`config.mk`:
```
export PLATFORM = sky130hd
export DESIGN_NAME = kbd_text_ctrl_flat
export DESIGN_NICKNAME = d
export VERILOG_FILES = /design/src/rtl/kbd_text_ctrl_if.sv /design/src/rtl/kbd_text_ctrl.sv /design/src/flat_wrapper.sv
export SDC_FILE = /design/constraint.sdc
export NUM_CORES = 1
export LEC_CHECK = 0
export CELL_PAD_IN_SITES_DETAIL_PLACEMENT = 0
export CELL_PAD_IN_SITES_GLOBAL_PLACEMENT = 1
export CORE_UTILIZATION = 40
export DETAILED_ROUTE_END_ITERATION = 7
export HOLD_SLACK_MARGIN = 0.12
export PLACE_DENSITY = 0.95
export SLEW_MARGIN = 20
export SYNTH_ARGS = -nofsm -noshare
export SYNTH_HDL_FRONTEND = slang
export SYNTH_SLANG_ARGS = --single-unit
```
`constraint.sdc`:
```
create_clock -name clk -period 7.3 [get_ports clk]
set_input_delay 1.825 -clock clk [delete_from_list [all_inputs] [get_ports clk]]
set_output_delay 1.825 -clock clk [all_outputs]
set_load 0.005 [all_outputs]
```
`src/rtl/kbd_text_ctrl_if.sv`:
```
// rtl/kbd_text_ctrl_if.sv - scancode input, ROM lookup and character-RAM write bundle for kbd_text_ctrl
interface kbd_text_ctrl_if;
  logic        key_valid;
  logic [7:0]  key_code;
  logic        key_ready;
  logic [7:0]  rom_addr;
  logic [7:0]  rom_data;
  logic        wr_en;
  logic [11:0] wr_addr;
  logic [7:0]  wr_data;
  logic [4:0]  cur_row;
  logic [6:0]  cur_col;

  modport master (
    output key_valid, key_code, rom_data,
    input  key_ready, rom_addr, wr_en, wr_addr, wr_data, cur_row, cur_col
  );

  modport slave (
    input  key_valid, key_code, rom_data,
    output key_ready, rom_addr, wr_en, wr_addr, wr_data, cur_row, cur_col
  );
endinterface

```
`src/rtl/kbd_text_ctrl.sv`:
```
// rtl/kbd_text_ctrl.sv - PS/2 scancode to character-RAM sequencer with text cursor
// Define KBD_TEXT_CTRL_CLEAR_EN to blank each newly entered row.
module kbd_text_ctrl #(
  parameter int COLS = 70,
  parameter int ROWS = 30
) (
  input  logic           clk,
  input  logic           rst,
  kbd_text_ctrl_if.slave bus
);

  localparam logic [6:0] COL_LAST = 7'(COLS - 1);
  localparam logic [4:0] ROW_LAST = 5'(ROWS - 1);

  typedef enum logic [2:0] {
    IDLE,
    SKIP,
    LOOKUP,
    DECODE
`ifdef KBD_TEXT_CTRL_CLEAR_EN
    , CLEAR
`endif
  } state_t;

  state_t      state_q, state_d;
  logic        key_ready_q, key_ready_d;
  logic [7:0]  rom_addr_q, rom_addr_d;
  logic        wr_en_q, wr_en_d;
  logic [11:0] wr_addr_q, wr_addr_d;
  logic [7:0]  wr_data_q, wr_data_d;
  logic [4:0]  row_q, row_d;
  logic [6:0]  col_q, col_d;
`ifdef KBD_TEXT_CTRL_CLEAR_EN
  logic [6:0]  clr_col_q, clr_col_d;
`endif
  logic        accept;
  logic        newline;

  assign accept = bus.key_valid && key_ready_q;

  always_comb begin
    state_d    = state_q;
    rom_addr_d = rom_addr_q;
    wr_en_d    = 1'b0;
    wr_addr_d  = wr_addr_q;
    wr_data_d  = wr_data_q;
    row_d      = row_q;
    col_d      = col_q;
`ifdef KBD_TEXT_CTRL_CLEAR_EN
    clr_col_d  = clr_col_q;
`endif
    newline    = 1'b0;

    case (state_q)
      IDLE: begin
        if (accept) begin
          if (bus.key_code == 8'hF0) begin
            state_d = SKIP;
          end else if (bus.key_code != 8'hE0) begin
            rom_addr_d = bus.key_code;
            state_d    = LOOKUP;
          end
        end
      end
      SKIP: begin
        if (accept) state_d = IDLE;
      end
      LOOKUP: state_d = DECODE;
      DECODE: begin
        state_d = IDLE;
        case (bus.rom_data)
          8'h00: ;
          8'h0D: newline = 1'b1;
          8'h08: begin
            // Backspace at the home position is silently ignored.
            if (col_q != 7'd0) begin
              col_d     = col_q - 7'd1;
              wr_en_d   = 1'b1;
              wr_addr_d = {row_q, col_q - 7'd1};
              wr_data_d = 8'h20;
            end else if (row_q != 5'd0) begin
              row_d     = row_q - 5'd1;
              col_d     = COL_LAST;
              wr_en_d   = 1'b1;
              wr_addr_d = {row_q - 5'd1, COL_LAST};
              wr_data_d = 8'h20;
            end
          end
          default: begin
            wr_en_d   = 1'b1;
            wr_addr_d = {row_q, col_q};
            wr_data_d = bus.rom_data;
            if (col_q == COL_LAST) newline = 1'b1;
            else                   col_d   = col_q + 7'd1;
          end
        endcase
        if (newline) begin
          col_d = 7'd0;
          row_d = (row_q == ROW_LAST) ? 5'd0 : row_q + 5'd1;
`ifdef KBD_TEXT_CTRL_CLEAR_EN
          state_d   = CLEAR;
          clr_col_d = 7'd0;
`endif
        end
      end
`ifdef KBD_TEXT_CTRL_CLEAR_EN
      CLEAR: begin
        // row_q already points at the new row; the cursor stays at column 0.
        wr_en_d   = 1'b1;
        wr_addr_d = {row_q, clr_col_q};
        wr_data_d = 8'h20;
        clr_col_d = clr_col_q + 7'd1;
        if (clr_col_q == COL_LAST) state_d = IDLE;
      end
`endif
      default: state_d = IDLE;
    endcase

    key_ready_d = (state_d == IDLE) || (state_d == SKIP);
  end

  always_ff @(posedge clk or posedge rst) begin
    if (rst) begin
      state_q     <= IDLE;
      key_ready_q <= 1'b1;
      rom_addr_q  <= 8'h00;
      wr_en_q     <= 1'b0;
      wr_addr_q   <= 12'h000;
      wr_data_q   <= 8'h00;
      row_q       <= 5'd0;
      col_q       <= 7'd0;
`ifdef KBD_TEXT_CTRL_CLEAR_EN
      clr_col_q   <= 7'd0;
`endif
    end else begin
      state_q     <= state_d;
      key_ready_q <= key_ready_d;
      rom_addr_q  <= rom_addr_d;
      wr_en_q     <= wr_en_d;
      wr_addr_q   <= wr_addr_d;
      wr_data_q   <= wr_data_d;
      row_q       <= row_d;
      col_q       <= col_d;
`ifdef KBD_TEXT_CTRL_CLEAR_EN
      clr_col_q   <= clr_col_d;
`endif
    end
  end

  assign bus.key_ready = key_ready_q;
  assign bus.rom_addr  = rom_addr_q;
  assign bus.wr_en     = wr_en_q;
  assign bus.wr_addr   = wr_addr_q;
  assign bus.wr_data   = wr_data_q;
  assign bus.cur_row   = row_q;
  assign bus.cur_col   = col_q;

endmodule

```
`src/flat_wrapper.sv`:
```
// flat-port wrapper written by rule: the top's interface ports become plain ports
module kbd_text_ctrl_flat 
#(
  parameter int COLS = 70,
  parameter int ROWS = 30
)
  (clk, rst, bus_key_valid, bus_key_code, bus_rom_data, bus_key_ready, bus_rom_addr, bus_wr_en, bus_wr_addr, bus_wr_data, bus_cur_row, bus_cur_col);
  kbd_text_ctrl_if bus_i ();
  input  logic clk;
  input  logic rst;
  input wire logic [$bits(bus_i.key_valid)-1:0] bus_key_valid;
  input wire logic [$bits(bus_i.key_code)-1:0] bus_key_code;
  input wire logic [$bits(bus_i.rom_data)-1:0] bus_rom_data;
  output wire logic [$bits(bus_i.key_ready)-1:0] bus_key_ready;
  output wire logic [$bits(bus_i.rom_addr)-1:0] bus_rom_addr;
  output wire logic [$bits(bus_i.wr_en)-1:0] bus_wr_en;
  output wire logic [$bits(bus_i.wr_addr)-1:0] bus_wr_addr;
  output wire logic [$bits(bus_i.wr_data)-1:0] bus_wr_data;
  output wire logic [$bits(bus_i.cur_row)-1:0] bus_cur_row;
  output wire logic [$bits(bus_i.cur_col)-1:0] bus_cur_col;
  assign bus_i.key_valid = bus_key_valid;
  assign bus_i.key_code = bus_key_code;
  assign bus_i.rom_data = bus_rom_data;
  assign bus_key_ready = bus_i.key_ready;
  assign bus_rom_addr = bus_i.rom_addr;
  assign bus_wr_en = bus_i.wr_en;
  assign bus_wr_addr = bus_i.wr_addr;
  assign bus_wr_data = bus_i.wr_data;
  assign bus_cur_row = bus_i.cur_row;
  assign bus_cur_col = bus_i.cur_col;
  kbd_text_ctrl #(.COLS(COLS), .ROWS(ROWS)) u_core (.clk(clk), .rst(rst), .bus(bus_i));
endmodule
```
# Word level (Yosys, flattened, before mapping)
# Index checks and enable logic that the tools add are counted.
[word_totals]
reg_bits = 45
output_inout_bits = 42
[classes]
addsub = 4
n_eq_ne = 15
mux = 28
n_bitwise = 2
reduce_logical = 15
[op_table]
columns = ["op", "n"]
rows = [
  ["$mux W7", 4],
  ["$mux W5", 5],
  ["$mux W12", 2],
  ["$pmux W12 S2", 1],
  ["$eq A8 B4 Y1 const B", 2],
  ["$mux W8", 2],
  ["$pmux W8 S2", 1],
  ["$pmux W7 S2", 1],
  ["$mux W3", 4],
  ["$reduce_and A4 Y1", 3],
  ["$pmux W3 S3", 1],
  ["$eq A8 B8 Y1 const B", 1],
  ["$logic_not A8 Y1", 1],
  ["$ne A8 B8 Y1 const B", 1],
  ["$add A7 B1 Y7 const B", 1],
  ["$eq A7 B7 Y1 const B", 1],
  ["$reduce_bool A7 Y1", 1],
  ["$sub A7 B1 Y7 const B", 1],
  ["$eq A3 B1 Y1 const B", 2],
  ["$eq A3 B2 Y1 const B", 2],
  ["$logic_not A3 Y1", 2],
  ["$add A5 B1 Y5 const B", 1],
  ["$eq A5 B5 Y1 const B", 1],
  ["$mux W1", 5],
  ["other kinds (14)", 18],
]

# Longest topological paths before layout
[logic_depth]
depth_word = 7
mapped_depth = 12

# Worst setup path after synthesis
# No wires, ideal clock.
[synth_path]
kind = "input-to-reg"
start = "in bus_rom_data[5]"
end = "reg u_core.wr_data_q[1], in the netlist u_core.bus.wr_data[1]"
arrival_time_ps = 3542
path_slack_ps = 3630
cell_stages = 7
path_cell_list = "or3_1 or4_4 o31ai_4 a21o_1 buf_6 buf_6 mux2_1"
[synth_between]
elab_chain_len = 4
elab_cells_between_ends = 8
[synth_rtl]
columns = ["item", "line_no", "text"]
rows = [
  ["from (decl)", "flat_wrapper.sv:13", "input wire logic [$bits(bus_i.rom_data)-1:0] bus_rom_data;"],
  ["$eq A8 B4 Y1 or $logic_not A8 Y1 (tied branches)", "kbd_text_ctrl.sv:71", "case (bus.rom_data)"],
  ["$reduce_or A2 Y1 (no source line)", "n/a", ""],
  ["$not A1 Y1 (no source line)", "n/a", ""],
  ["$reduce_and A3 Y1 (no source line)", "n/a", ""],
  ["to (signal assigned)", "kbd_text_ctrl.sv:141", "wr_data_q <= wr_data_d;"],
  ["to (decl)", "kbd_text_ctrl.sv:30", "logic [7:0] wr_data_q, wr_data_d;"],
]
# Parallel ways exist; a longest one is shown, timed or not.
# A chain may end at the register's enable or synchronous reset.

# Final worst setup path
[layout_path]
start = "in bus_rom_data[5]"
end = "reg u_core.wr_data_q[2], in the netlist u_core.bus.wr_data[2]"
# Same word-level chain as after synthesis.

==> impl.org <==
** Outcome
- The run finished with clean final reports.

** Clock network
- In this run the clock root is driven by a sky130_fd_sc_hd__clkbuf_8.
- Buffers inserted to repair hold after CTS numbered 0.
- Number of buffers on the longest clock path :: 2
- Buffers inserted during clock tree synthesis total 5.
- Reg clk slew, reported paths :: 0.09 ns
- The tree built by TritonCTS fans out to 45 sinks.
- The number of gates resized after CTS was 0.
- At the later pin of the worst-skew pair, clock insertion delay measures 0.30 ns.
- Clock tree from TritonCTS :: done
- The H-tree generated during clock tree synthesis spans 2 levels.
- Buffers added to address setup during post-CTS repair amount to 0.

** Worst setup path
- Worst Path Max Fanout :: 35
- The worst setup path is of the primary input to flop kind.
- Worst Reg2Reg Path Length in Cells :: 7
- Critical path depth in cells :: 6
- Category of cells accounting for the largest share of critical-path delay :: compound AO/OA/AOI/OAI gates
- STA puts the critical path data arrival time at 4.85 ns.
- The largest individual stage delay along the critical path comes from the cell sky130_fd_sc_hd__a21o_1.
- The largest single stage delay on the critical path is 0.77 ns.
- STA classifies the critical path endpoint as a flop.
- Worst Path Buf+Inv :: 1
- Kind of start point of the critical path :: primary input
- STA puts the critical path data required time at 7.48 ns.
- Sequence of cells on the critical path :: clkdlybuf4s50_1 > or3_1 > or4_4 > o31ai_4 > a21o_1 > mux2_2

** Timing
- Final setup violating endpoints :: 0
- Static timing analysis puts the maximum clock frequency at 214 MHz.
- The worst pin sits at a relative slew slack of 37.0%.
- Final period util :: 64.0%
- Post-layout min period :: 4.67 ns
- Worst-margin pin slew :: 0.944 ns
- Worst setup margin :: 2.63 ns
- Between clock sinks in the finished design, the worst skew comes to 0.0131 ns.
- RSZ-0062 raised after global routing :: false
- The number of pins exceeding their max-slew limit in the final report is 0.
- The final number of hold-violating endpoints is 0.
- Setup Total Neg Slack :: 0 ns

** Power and ir drop
- For this design the ratio of total power to cell area is 214 mW/mm^2.
- Worst ir drop on vdd :: 0.115 mV
- Leakage :: 1.32 nW

** Yosys
- Prevailing post-synth register cell :: sky130_fd_sc_hd__dfrtp_1
- When the netlist entered floorplanning its net count stood at 293.
- Number of warning messages in the yosys log :: 0
- Counting flops with an async set or reset pin after synthesis yields a share of 100%.
- Mean post-synth cell area :: 9.52 um^2
- Portion of the post-synthesis area used by sequential elements :: 44.4%
- After synthesis the cells add up to 0.00254 mm^2.
- Post-Synthesis Cells :: 267
- Distinct cell type count of the synthesized netlist :: 58
- After synthesis the netlist holds a flip-flop and latch count of 45.
- The synthesized design contains 0 enable-type register cells.

** GRT
- The number of global-route vias before repair was 2080.
- Combined global-route utilization of all metal layers :: 20.0%
- The first global-routing pass estimated 10000 um of wire.
- The number of antenna violations at the first check in global routing was 0.
- Entering global routing, the biggest net connects 46 pins.
- GRT Residual Overflow :: 0

** Die
- Horizontal extent of the die :: 81.7 um
- Number of top-level pins :: 61
- Die area :: 0.00668 mm^2
- Starting density of the core :: 42.2%
- Row generation in the floorplan step produced 28 rows.
- The floorplan step defined a core boundary enclosing 0.00603 mm^2.
- From bottom edge to top edge, the die measures 81.7 um.

** Placed design
- Placed wire-length estimate :: 4500 um
- In this run, placement finished with an instance count of 386.
- Input and output buffers added on the ports amount to 60.
- Before CTS, the worst setup slack after placement is 2.33 ns.
- Routability-driven placement finished with a final weighted congestion of 0.918.
- Dpl cell area :: 0.00315 mm^2

** Min path
- Number of stages on the worst hold path :: 1
- Type of the tightest min-delay check :: flop to flop

** Drt
- For this run, design rule violations remaining after detail routing come to 0.
- For this block, the via count after detailed routing is 2145.
- Via-to-Cell Ratio :: 5.44
- Aggregate routed wire length :: 6190 um
- After detailed routing, the average wire length per cell comes to 15.7 um.
- After the first detailed-routing iteration, the DRC count stood at 147.
- DRT Pass-1 Iters :: 4
- The detail route stage leaves a number of antenna-violating nets equal to 0.

** Cells and area
- Share of final-layout standard cells stronger than drive strength 1 :: 10.3%
- Area Growth Syn to Fin :: 27.4%
- Final nets :: 344
- Antenna diodes :: 0
- Area of all placed cells without fillers :: 0.00324 mm^2
- Final cell count without fillers :: 394
- Final-layout fill cell count :: 554

** Flow run
- Number of maximum-capacitance violations :: 0
## synthesized netlist by cell type, types with 4 or more instances
| cell type | count | area, um^2 |
|---|---|---|
| sky130_fd_sc_hd__mux2_2 | 14 | 158 |
| sky130_fd_sc_hd__nor2_1 | 19 | 71.3 |
| sky130_fd_sc_hd__ha_1 | 7 | 87.6 |
| sky130_fd_sc_hd__or3_1 | 4 | 25.0 |
| sky130_fd_sc_hd__dfrtp_1 | 44 | 1100 |
| sky130_fd_sc_hd__nor4_1 | 5 | 31.3 |
| sky130_fd_sc_hd__a21oi_1 | 11 | 55.1 |
| sky130_fd_sc_hd__nand2_1 | 35 | 131 |
| sky130_fd_sc_hd__nand3_1 | 9 | 45.0 |
| sky130_fd_sc_hd__o21ai_0 | 25 | 125 |
| sky130_fd_sc_hd__nor3_1 | 5 | 25.0 |
| sky130_fd_sc_hd__clkbuf_1 | 10 | 37.5 |
| sky130_fd_sc_hd__inv_1 | 10 | 37.5 |
## layer usage
metal	GRT usage, %	share of wire, %	up-vias
met5	0	0	-
met4	7.02	1.5	0
met3	3.33	5.0	7
met2	32.0	46	70
met1	27.3	47	998
li1	-	-	1070
## registers in the layout, summed over array words and instances, names as in the netlist
register,count
u_core.bus.wr_addr,12
u_core.bus.key_ready,1
u_core.bus.wr_en,1
u_core.bus.cur_row,5
u_core.bus.wr_data,8
u_core.bus.cur_col,7
u_core.state_q,3
u_core.bus.rom_addr,8
## stage by stage
stage,power [mW],util (%),hold WS (ns)
global placement,0.535,52.2,0.463
detailed placement,0.545,52.2,0.470
finish,0.694,53.7,0.482
CTS,0.704,53.7,0.489
floorplan,0.421,-,0.442
global route,0.744,53.7,0.505
## final cells by class
type / instances / area, um^2 / area share, %
clock inverter: 3 / 22.5 / 0.696
clock buffer: 5 / 68.8 / 2.13
timing repair buffer: 61 / 608 / 18.8
sequential: 45 / 1130 / 34.8
inverter: 10 / 37.5 / 1.16
tap: 75 / 93.8 / 2.90
multi-input combinational: 195 / 1280 / 39.5
## layout by cell type (no fill, tap or decap), types with 3 or more instances in the layout
cell type,count
sky130_fd_sc_hd__nand2_1,35
sky130_fd_sc_hd__inv_1,9
sky130_fd_sc_hd__a21o_1,3
sky130_fd_sc_hd__clkbuf_8,5
sky130_fd_sc_hd__nand3_1,9
sky130_fd_sc_hd__o21ai_0,25
sky130_fd_sc_hd__nor3_1,5
sky130_fd_sc_hd__nor4_1,5
sky130_fd_sc_hd__clkdlybuf4s50_1,60
sky130_fd_sc_hd__or3_1,4
sky130_fd_sc_hd__a22o_1,3
sky130_fd_sc_hd__ha_1,7
sky130_fd_sc_hd__a21oi_1,11
sky130_fd_sc_hd__xnor2_1,3
sky130_fd_sc_hd__clkinvlp_4,3
sky130_fd_sc_hd__nor2_1,19
sky130_fd_sc_hd__mux2_2,14
sky130_fd_sc_hd__xor2_1,3
sky130_fd_sc_hd__o22ai_1,3
sky130_fd_sc_hd__dfrtp_1,44
## path summary, 6_finish.rpt
kind	startpoint	endpoint	slack, ns
worst max-delay path	bus_rom_data[5]	u_core.bus.wr_data[2]	2.63
worst min-delay path	u_core.state_q[2]	u_core.state_q[0]	0.48
worst max register to register	u_core.bus.cur_col[0]	u_core.bus.wr_data[2]	3.83
worst min register to register	u_core.state_q[2]	u_core.state_q[0]	0.48
max in group asynchronous	rst	u_core.bus.cur_row[3]	4.92
min in group asynchronous	rst	u_core.bus.rom_addr[5]	1.98
## cell families after synthesis
group / share of synthesized area (%)
muxes: 7.04
and+or+nand+nor: 17.3
DFF: 44.4
other: 0.148
buffers and inverters: 5.27
AOI/OAI and AO/OA: 20.3
xor gates and xnor gates: 2.07
adders and majority gates: 3.45
## power breakdown
part,internal [mW],switching [mW],leakage [nW],total [mW]
Combinational,0.126,0.0775,0.707,0.204
Clock,0.0672,0.0892,0.0364,0.156
Sequential,0.295,0.0391,0.573,0.334
Total,0.488,0.206,1.32,0.694
No activity file was read; power rests on OpenSTA's default activity.
